`src/rtl/parking_input_ctrl_if.sv`:
```
// Raw switch inputs and debounced event outputs of the parking input controller.
interface parking_input_ctrl_if;
  logic       car_enter_raw;
  logic       car_exit_raw;
  logic [2:0] car_sel_raw;
  logic       car_enter;
  logic       car_exit;
  logic [2:0] car_sel;
  logic       err_sel;
  logic       err_both;
  logic [7:0] event_count;

  modport master (
    output car_enter_raw, car_exit_raw, car_sel_raw,
    input  car_enter, car_exit, car_sel, err_sel, err_both, event_count
  );

  modport slave (
    input  car_enter_raw, car_exit_raw, car_sel_raw,
    output car_enter, car_exit, car_sel, err_sel, err_both, event_count
  );
endinterface

```
`src/rtl/parking_input_ctrl.sv`:
```
// Synchronize + debounce parking switches and turn them into one-cycle enter/exit pulses;
// raw-to-pulse latency 2+DB_CYCLES+1, no backpressure. PARKING_EVENT_COUNT_EN adds the event counter.
module parking_input_ctrl #(
  parameter int unsigned DB_CYCLES = 16
) (
  input logic                  clk,
  input logic                  reset,
  parking_input_ctrl_if.slave  io
);

  typedef enum logic [1:0] {IDLE, FIRE, WAIT_REL} state_t;

  localparam int CW = 16;
  localparam logic [CW-1:0] DB_LAST = CW'(DB_CYCLES - 1);

  // bit 0 = enter, bit 1 = exit, bits 4:2 = slot select
  logic [4:0]    sync1_q, sync1_d, sync2_q, sync2_d, db_q, db_d;
  logic [CW-1:0] cnt_q [5];
  logic [CW-1:0] cnt_d [5];

  state_t     state_q, state_d;
  logic       dir_exit_q, dir_exit_d;
  logic [2:0] pend_sel_q, pend_sel_d;
  logic       car_enter_q, car_enter_d;
  logic       car_exit_q, car_exit_d;
  logic [2:0] car_sel_q, car_sel_d;
  logic       err_sel_q, err_sel_d;
  logic       err_both_q, err_both_d;

  logic [1:0] rise;
  logic [2:0] sel_new;
  logic       sel_one_hot;

  always_comb begin
    sync1_d = {io.car_sel_raw, io.car_exit_raw, io.car_enter_raw};
    sync2_d = sync1_q;
    for (int i = 0; i < 5; i++) begin
      db_d[i]  = db_q[i];
      cnt_d[i] = '0;
      if (sync2_q[i] != db_q[i]) begin
        if (cnt_q[i] == DB_LAST) db_d[i] = sync2_q[i];
        else                     cnt_d[i] = cnt_q[i] + CW'(1);
      end
    end
  end

  // Edges are taken from the next debounced value so the FSM reaches FIRE on the same edge
  // the debounced bit flips, keeping the pulse at 2+DB_CYCLES+1 cycles after the raw change.
  assign rise        = db_d[1:0] & ~db_q[1:0];
  assign sel_new     = db_d[4:2];
  assign sel_one_hot = (sel_new == 3'b001) || (sel_new == 3'b010) || (sel_new == 3'b100);

  always_comb begin
    state_d     = state_q;
    dir_exit_d  = dir_exit_q;
    pend_sel_d  = pend_sel_q;
    car_enter_d = 1'b0;
    car_exit_d  = 1'b0;
    car_sel_d   = car_sel_q;
    err_sel_d   = err_sel_q;
    err_both_d  = err_both_q;
    case (state_q)
      IDLE: begin
        if (rise != 2'b00) begin
          if (db_d[0] && db_d[1]) begin
            err_both_d = 1'b1;
            state_d    = WAIT_REL;
          end else if (!sel_one_hot) begin
            err_sel_d = 1'b1;
            state_d   = WAIT_REL;
          end else begin
            dir_exit_d = rise[1];
            pend_sel_d = sel_new;
            state_d    = FIRE;
          end
        end
      end
      FIRE: begin
        car_enter_d = ~dir_exit_q;
        car_exit_d  = dir_exit_q;
        car_sel_d   = pend_sel_q;
        state_d     = WAIT_REL;
      end
      WAIT_REL: begin
        if (db_q[1:0] == 2'b00) state_d = IDLE;
      end
      default: state_d = IDLE;
    endcase
  end

  always_ff @(posedge clk) begin
    if (reset) begin
      sync1_q     <= '0;
      sync2_q     <= '0;
      db_q        <= '0;
      for (int i = 0; i < 5; i++) cnt_q[i] <= '0;
      state_q     <= IDLE;
      dir_exit_q  <= 1'b0;
      pend_sel_q  <= 3'b000;
      car_enter_q <= 1'b0;
      car_exit_q  <= 1'b0;
      car_sel_q   <= 3'b000;
      err_sel_q   <= 1'b0;
      err_both_q  <= 1'b0;
    end else begin
      sync1_q     <= sync1_d;
      sync2_q     <= sync2_d;
      db_q        <= db_d;
      for (int i = 0; i < 5; i++) cnt_q[i] <= cnt_d[i];
      state_q     <= state_d;
      dir_exit_q  <= dir_exit_d;
      pend_sel_q  <= pend_sel_d;
      car_enter_q <= car_enter_d;
      car_exit_q  <= car_exit_d;
      car_sel_q   <= car_sel_d;
      err_sel_q   <= err_sel_d;
      err_both_q  <= err_both_d;
    end
  end

  assign io.car_enter = car_enter_q;
  assign io.car_exit  = car_exit_q;
  assign io.car_sel   = car_sel_q;
  assign io.err_sel   = err_sel_q;
  assign io.err_both  = err_both_q;

`ifdef PARKING_EVENT_COUNT_EN
  logic [7:0] count_q, count_d;

  always_comb begin
    count_d = count_q;
    if (state_q == FIRE) count_d = count_q + 8'd1;
  end

  always_ff @(posedge clk) begin
    if (reset) count_q <= 8'd0;
    else       count_q <= count_d;
  end

  assign io.event_count = count_q;
`else
  assign io.event_count = 8'd0;
`endif

endmodule

```
`src/flat_wrapper.sv`:
```
// flat-port wrapper written by rule: the top's interface ports become plain ports
module parking_input_ctrl_flat 
#(
  parameter int unsigned DB_CYCLES = 16
)
  (clk, reset, io_car_enter_raw, io_car_exit_raw, io_car_sel_raw, io_car_enter, io_car_exit, io_car_sel, io_err_sel, io_err_both, io_event_count);
  parking_input_ctrl_if io_i ();
  input logic clk;
  input logic reset;
  input wire logic [$bits(io_i.car_enter_raw)-1:0] io_car_enter_raw;
  input wire logic [$bits(io_i.car_exit_raw)-1:0] io_car_exit_raw;
  input wire logic [$bits(io_i.car_sel_raw)-1:0] io_car_sel_raw;
  output wire logic [$bits(io_i.car_enter)-1:0] io_car_enter;
  output wire logic [$bits(io_i.car_exit)-1:0] io_car_exit;
  output wire logic [$bits(io_i.car_sel)-1:0] io_car_sel;
  output wire logic [$bits(io_i.err_sel)-1:0] io_err_sel;
  output wire logic [$bits(io_i.err_both)-1:0] io_err_both;
  output wire logic [$bits(io_i.event_count)-1:0] io_event_count;
  assign io_i.car_enter_raw = io_car_enter_raw;
  assign io_i.car_exit_raw = io_car_exit_raw;
  assign io_i.car_sel_raw = io_car_sel_raw;
  assign io_car_enter = io_i.car_enter;
  assign io_car_exit = io_i.car_exit;
  assign io_car_sel = io_i.car_sel;
  assign io_err_sel = io_i.err_sel;
  assign io_err_both = io_i.err_both;
  assign io_event_count = io_i.event_count;
  parking_input_ctrl #(.DB_CYCLES(DB_CYCLES)) u_core (.clk(clk), .reset(reset), .io(io_i));
endmodule
```
`config.mk`:
```
export PLATFORM = sky130hd
export DESIGN_NAME = parking_input_ctrl_flat
export DESIGN_NICKNAME = d
export VERILOG_FILES = /design/src/rtl/parking_input_ctrl_if.sv /design/src/rtl/parking_input_ctrl.sv /design/src/flat_wrapper.sv
export SDC_FILE = /design/constraint.sdc
export NUM_CORES = 1
export LEC_CHECK = 0
export CAP_MARGIN = 40
export CORE_ASPECT_RATIO = 1.75
export CORE_MARGIN = 2
export CORE_UTILIZATION = 55
export CTS_BUF_LIST = sky130_fd_sc_hd__clkbuf_8
export DETAILED_ROUTE_END_ITERATION = 10
export PLACE_DENSITY = 0.77
export SETUP_SLACK_MARGIN = 0.3
export SLEW_MARGIN = 20
export SYNTH_ARGS = -nofsm -noshare
export SYNTH_HDL_FRONTEND = slang
export SYNTH_SLANG_ARGS = --single-unit
```
`constraint.sdc`:
```
create_clock -name clk -period 2.4 [get_ports clk]
set_input_delay 0.48 -clock clk [delete_from_list [all_inputs] [get_ports clk]]
set_output_delay 0.48 -clock clk [all_outputs]
set_load 0.01 [all_outputs]
```
== Word level (Yosys, flattened, before mapping) ==
Memories as Yosys holds them, arrays and structs flattened.
Index checks and enable logic that the tools add are counted.

* Word-level logic and storage cells: 89
* Memories kept: 1
* Output and inout port bits: 15
* Bits in writable memories: 80
* Bits in registers: 28

{| class="wikitable"
|+ Memory list
! memory !! depth !! bits a word !! rd ports !! clocked after Yosys merged registers in !! wr ports !! RTL line !! text
|-
| u_core.cnt_q || 5 || 16 || 5 || 0 || 5 || parking_input_ctrl.sv:18 || <nowiki>logic [CW-1:0] cnt_q [5];</nowiki>
|}

* Reduce and logical (&&, ||, !) cells: 11
* Equal/unequal tests: 17
* Add/sub/neg operators: 5
* Bitwise logic cells: 11
* Muxes and demuxes: 33

{| class="wikitable"
|+ Operator list
! kind !! number
|-
| 16-bit 2-to-1 mux || 15
|-
| 16-bit by 1-bit adder with 16-bit output (second input constant) || 5
|-
| 16-bit by 4-bit == test with 1-bit output (second input constant) || 5
|-
| 1-bit 2-to-1 mux || 13
|-
| 2-bit 2-to-1 mux || 4
|-
| 4-bit AND reduction || 2
|-
| 2-bit case mux with 3 select lines || 1
|-
| 1-bit inequality test || 5
|-
| 1-bit OR || 5
|-
| 2-bit logical NOT || 2
|-
| 2-bit by 1-bit inequality test with 1-bit output (second input constant) || 2
|-
| 1-bit NOT || 4
|-
| 3-bit by 1-bit == test with 1-bit output (second input constant) || 1
|-
| 3-bit by 2-bit == test with 1-bit output (second input constant) || 1
|-
| 3-bit == test (second input constant) || 1
|-
| 3-bit AND reduction || 1
|-
| 2-bit AND || 1
|-
| 2-bit by 1-bit == test with 1-bit output (second input constant) || 1
|-
| 2-bit == test (second input constant) || 1
|-
| 1-bit logical OR || 2
|-
| 2-bit NOT || 1
|-
| 2-bit AND reduction || 1
|-
| 2-bit nonzero test || 1
|-
| 2-bit OR reduction || 1
|-
| 1-bit logical AND || 1
|}

== Longest topological paths before layout ==
An unclocked memory read counts as a cell.

* Depth after elaboration: 11
* Gate-level depth with buffers: 9
* Depth with buffers taken out: 8

== Worst setup path after synthesis ==
No wires, ideal clock.

* Kind: reg2reg
* Start: memory u_core.cnt_q[1][9] (netlist: u_core.cnt_q[0][25])
* End: register u_core.pend_sel_q[1]
* Arrival time: 2,294 ps
* Setup slack: -17 ps
* Setup time: 123 ps
* Required time: 2,277 ps
* Cell stages (with the launch flop): 9
* Period minus slack after synthesis: 2,417 ps
* Cell sequence: dfxtp_1 > or4_1 > or4_1 > buf_2 > mux2i_4 > a32oi_2 > clkinv_1 > a21oi_1 > nor4_1

{| class="wikitable"
|+ RTL lines
! what !! RTL line !! text
|-
| start: declaration || parking_input_ctrl.sv:18 ||
|-
| end signal: assignment || parking_input_ctrl.sv:112 || <nowiki>pend_sel_q <= pend_sel_d;</nowiki>
|-
| end: declaration || parking_input_ctrl.sv:23 || <nowiki>logic [2:0] pend_sel_q, pend_sel_d;</nowiki>
|}

==> flow_metrics.tcl <==
set metrics [dict create \
    outcome "complete, but fails checks" \
    violations "setup timing" \
    synth_cell_type_count 43 \
    critical_path.max_fanout 6 \
    io_pins 22 \
    htree_levels 3 \
    drc 0 \
    grt_pass1_vias 3482 \
    fin_cells 642 \
    dr_wl_met3_um 214 \
    avgSynthCellArea_sq_um 8.87 \
    max_freq_ghz 0.414 \
    relSlewSlack 0.619 \
    ys_ff_latch 108 \
    port_buffers 13 \
    synthTopCellsByArea "dfxtp_1 47%, nor2_1 9.0%, xnor2_1 7.3%, xor2_1 6.5%, nand3_1 3.2%" \
    async_flop_share 0 \
    core_region_area_sq_um 8200 \
    clock_path_buffers 2 \
    drt-total-wl_um 8390 \
    root_buffer "clkbuf_8" \
    yosysWarnings 0 \
    ys_seq_area_frac 0.471 \
    clk_pin_slew_ps 100 \
    cts_buffers 9 \
    dp.cells 625 \
    start_util 0.559 \
    area_growth_pct 13.0 \
    fillCellCount 700 \
    yosys.area.top_type "dfxtp_1" \
    final_cell_mix "109 x nor2_1, 108 x dfxtp_1, 38 x xnor2_1, 34 x xor2_1, 29 x nand3_1" \
    cp.arrival_ps 2690 \
    rsz0062_at_grt "yes" \
    cts.sinks 108 \
    vias_per_cell 5.41 \
    multiInputGateArea_sq_um 2320 \
    fp.dieH_um 125 \
    drt-met1-wl_um 3510 \
    wl_met2_um 4470 \
    overflow 0 \
    cap_violations 0 \
    drive_above_1_share 0.0927 \
    wire_per_inst_um 13.1 \
    grt_first_pass_wirelength_um 14600 \
    n_antenna_cell 0 \
    syn_area_sq_um 4590 \
    dieArea_sq_um 9110 \
    drt_iter0_markers 147 \
    regArea_sq_um 2160 \
    gp_congestion 0.848 \
    yosys.area.top_type_share 0.471 \
    final_common_cell "nor2_1" \
    tritoncts "built" \
    final-hold-violation-count 0 \
    startpoint_type "flip-flop" \
    die_w_um 73.0 \
    min_period_over_period 1.01 \
    grt_max_degree 17 \
    grt_use_total 0.199 \
    postRouteAntennaNets 0 \
    dr.pass1.iters 5 \
    worstMarginPinSlew_ps 556 \
    powerDensity_nw_per_um2 614 \
    syn_inst 517 \
    worstSkewPairLatency_ps 370 \
    critPathCaptureType "flip-flop" \
    row_count 44 \
    dp_hpwl_um 6030 \
    setup_viol 2 \
    slew_violations 0 \
    p_leak_nw 1.84 \
    ir_drop_mv 0.326 \
    synth_edf_count 0 \
    top_layer_used "met4" \
    hp-class "reg -> reg" \
    layout_setup_ws_ps -17.5 \
    crit_type "reg -> reg" \
    ys.flop_type "dfxtp_1" \
    worstPathRequired_ps 2670 \
    final_nets 557 \
    min_period_ps 2420 \
    antenna_found_initial 0 \
    power_w 0.00318 \
    fin_skew_ps 9.27 \
    num_vias 3475 \
]
[per-layer routing]
metal,track usage,vias to the layer above
li1,-,1783
met1,0.221,1634
met2,0.353,44
met3,0.0437,14
met4,0.0817,0
met5,0,-
[flip-flops by register name (all words and copies together), names as in the netlist]
| signal | flops |
|---|---|
| u_core.io.err_both | 1 |
| u_core.dir_exit_q | 1 |
| u_core.state_q | 2 |
| u_core.pend_sel_q | 3 |
| u_core.db_q | 5 |
| u_core.io.car_sel | 3 |
| u_core.sync2_q | 5 |
| u_core.sync1_q | 5 |
| u_core.io.car_enter | 1 |
| u_core.io.err_sel | 1 |
| u_core.io.car_exit | 1 |
| u_core.cnt_q | 80 |
[final timing paths]
check | start | to | slack (ps) | cells past startpoint
hold / removal | u_core.dir_exit_q$_SDFFE_PP0P_ | u_core.io.car_enter$_SDFF_PP0_ | 430 | 1
hold reg to reg | u_core.dir_exit_q$_SDFFE_PP0P_ | u_core.io.car_enter$_SDFF_PP0_ | 430 | 1
setup / recovery | u_core.cnt_q[0][24]$_SDFF_PP0_ | u_core.pend_sel_q[2]$_SDFFE_PP0P_ | -20 | 7
setup reg to reg | u_core.cnt_q[0][24]$_SDFF_PP0_ | u_core.pend_sel_q[2]$_SDFFE_PP0P_ | -20 | 7
[cells by family after synthesis]
family,after synthesis,share of synthesized area
other,1,0.000818
adders and majority gates,5,0.0136
buffers and inverters,34,0.0387
and+or+nand+nor,260,0.276
muxes,11,0.0276
AOI/OAI and AO/OA,26,0.0344
xor gates and xnor gates,72,0.138
DFF,108,0.471
[final cells by class]
type	instances	area share
multi-input cells	382	0.448
repair buffers	32	0.0551
clock buffers	11	0.0292
flip-flops and latches	108	0.417
well taps	92	0.0222
inverters	12	0.00869
clock inverters	5	0.0191
[cells in the mapped netlist (5+ instances only)]
library cell  number
nand4_1           14
nor2b_1           14
nor2_1           110
inv_1             11
nor3_1            10
clkbuf_1          10
o21ai_0            8
and3_1            21
ha_1               5
nor4_1            17
a21oi_1            8
mux2i_1            7
xnor2_1           38
or3_1              5
dfxtp_1          108
xor2_1            34
nand2_1           24
nand3_1           29
buf_4              8
[critical path: stages (launching register included)]
cell,delay (ps)
dfxtp_1,320
or4_4,530
or4_4,600
mux2i_4,220
a32oi_4,180
buf_12,170
o32ai_2,230
nor3_1,60
[power breakdown]
| part | internal, W | total [W] | switching [W] |
|---|---|---|---|
| clock | 0.000745 | 0.00132 | 0.000578 |
| sequential | 0.00180 | 0.00181 | 0.00000604 |
| combinational | 0.0000211 | 0.0000519 | 0.0000308 |
[through the flow]
stage	util	hold WS (ps)	TNS, ps	cell area [sq um]	setup WS (ps)
global placement	0.595	401	-82.4	4880	-64.5
global route	0.632	461	-263	5180	-92.4
detailed placement	0.595	419	-202	4880	-86.7
finish	0.632	435	-20.9	5180	-17.5
floorplan	-	392	0	4640	47.7
CTS	0.626	432	0	5140	6.56
[repair_timing]
| action | CTS | global route |
|---|---|---|
| setup buffers | 0 | 1 |
| gates resized for setup | 3 | 6 |
| pin swaps | 2 | 2 |
| hold buffers | 0 | 0 |
| endpoints found under the setup margin | 23 | 23 |
| gates cloned | 0 | 0 |
Power figures use the tool's default switching activity.
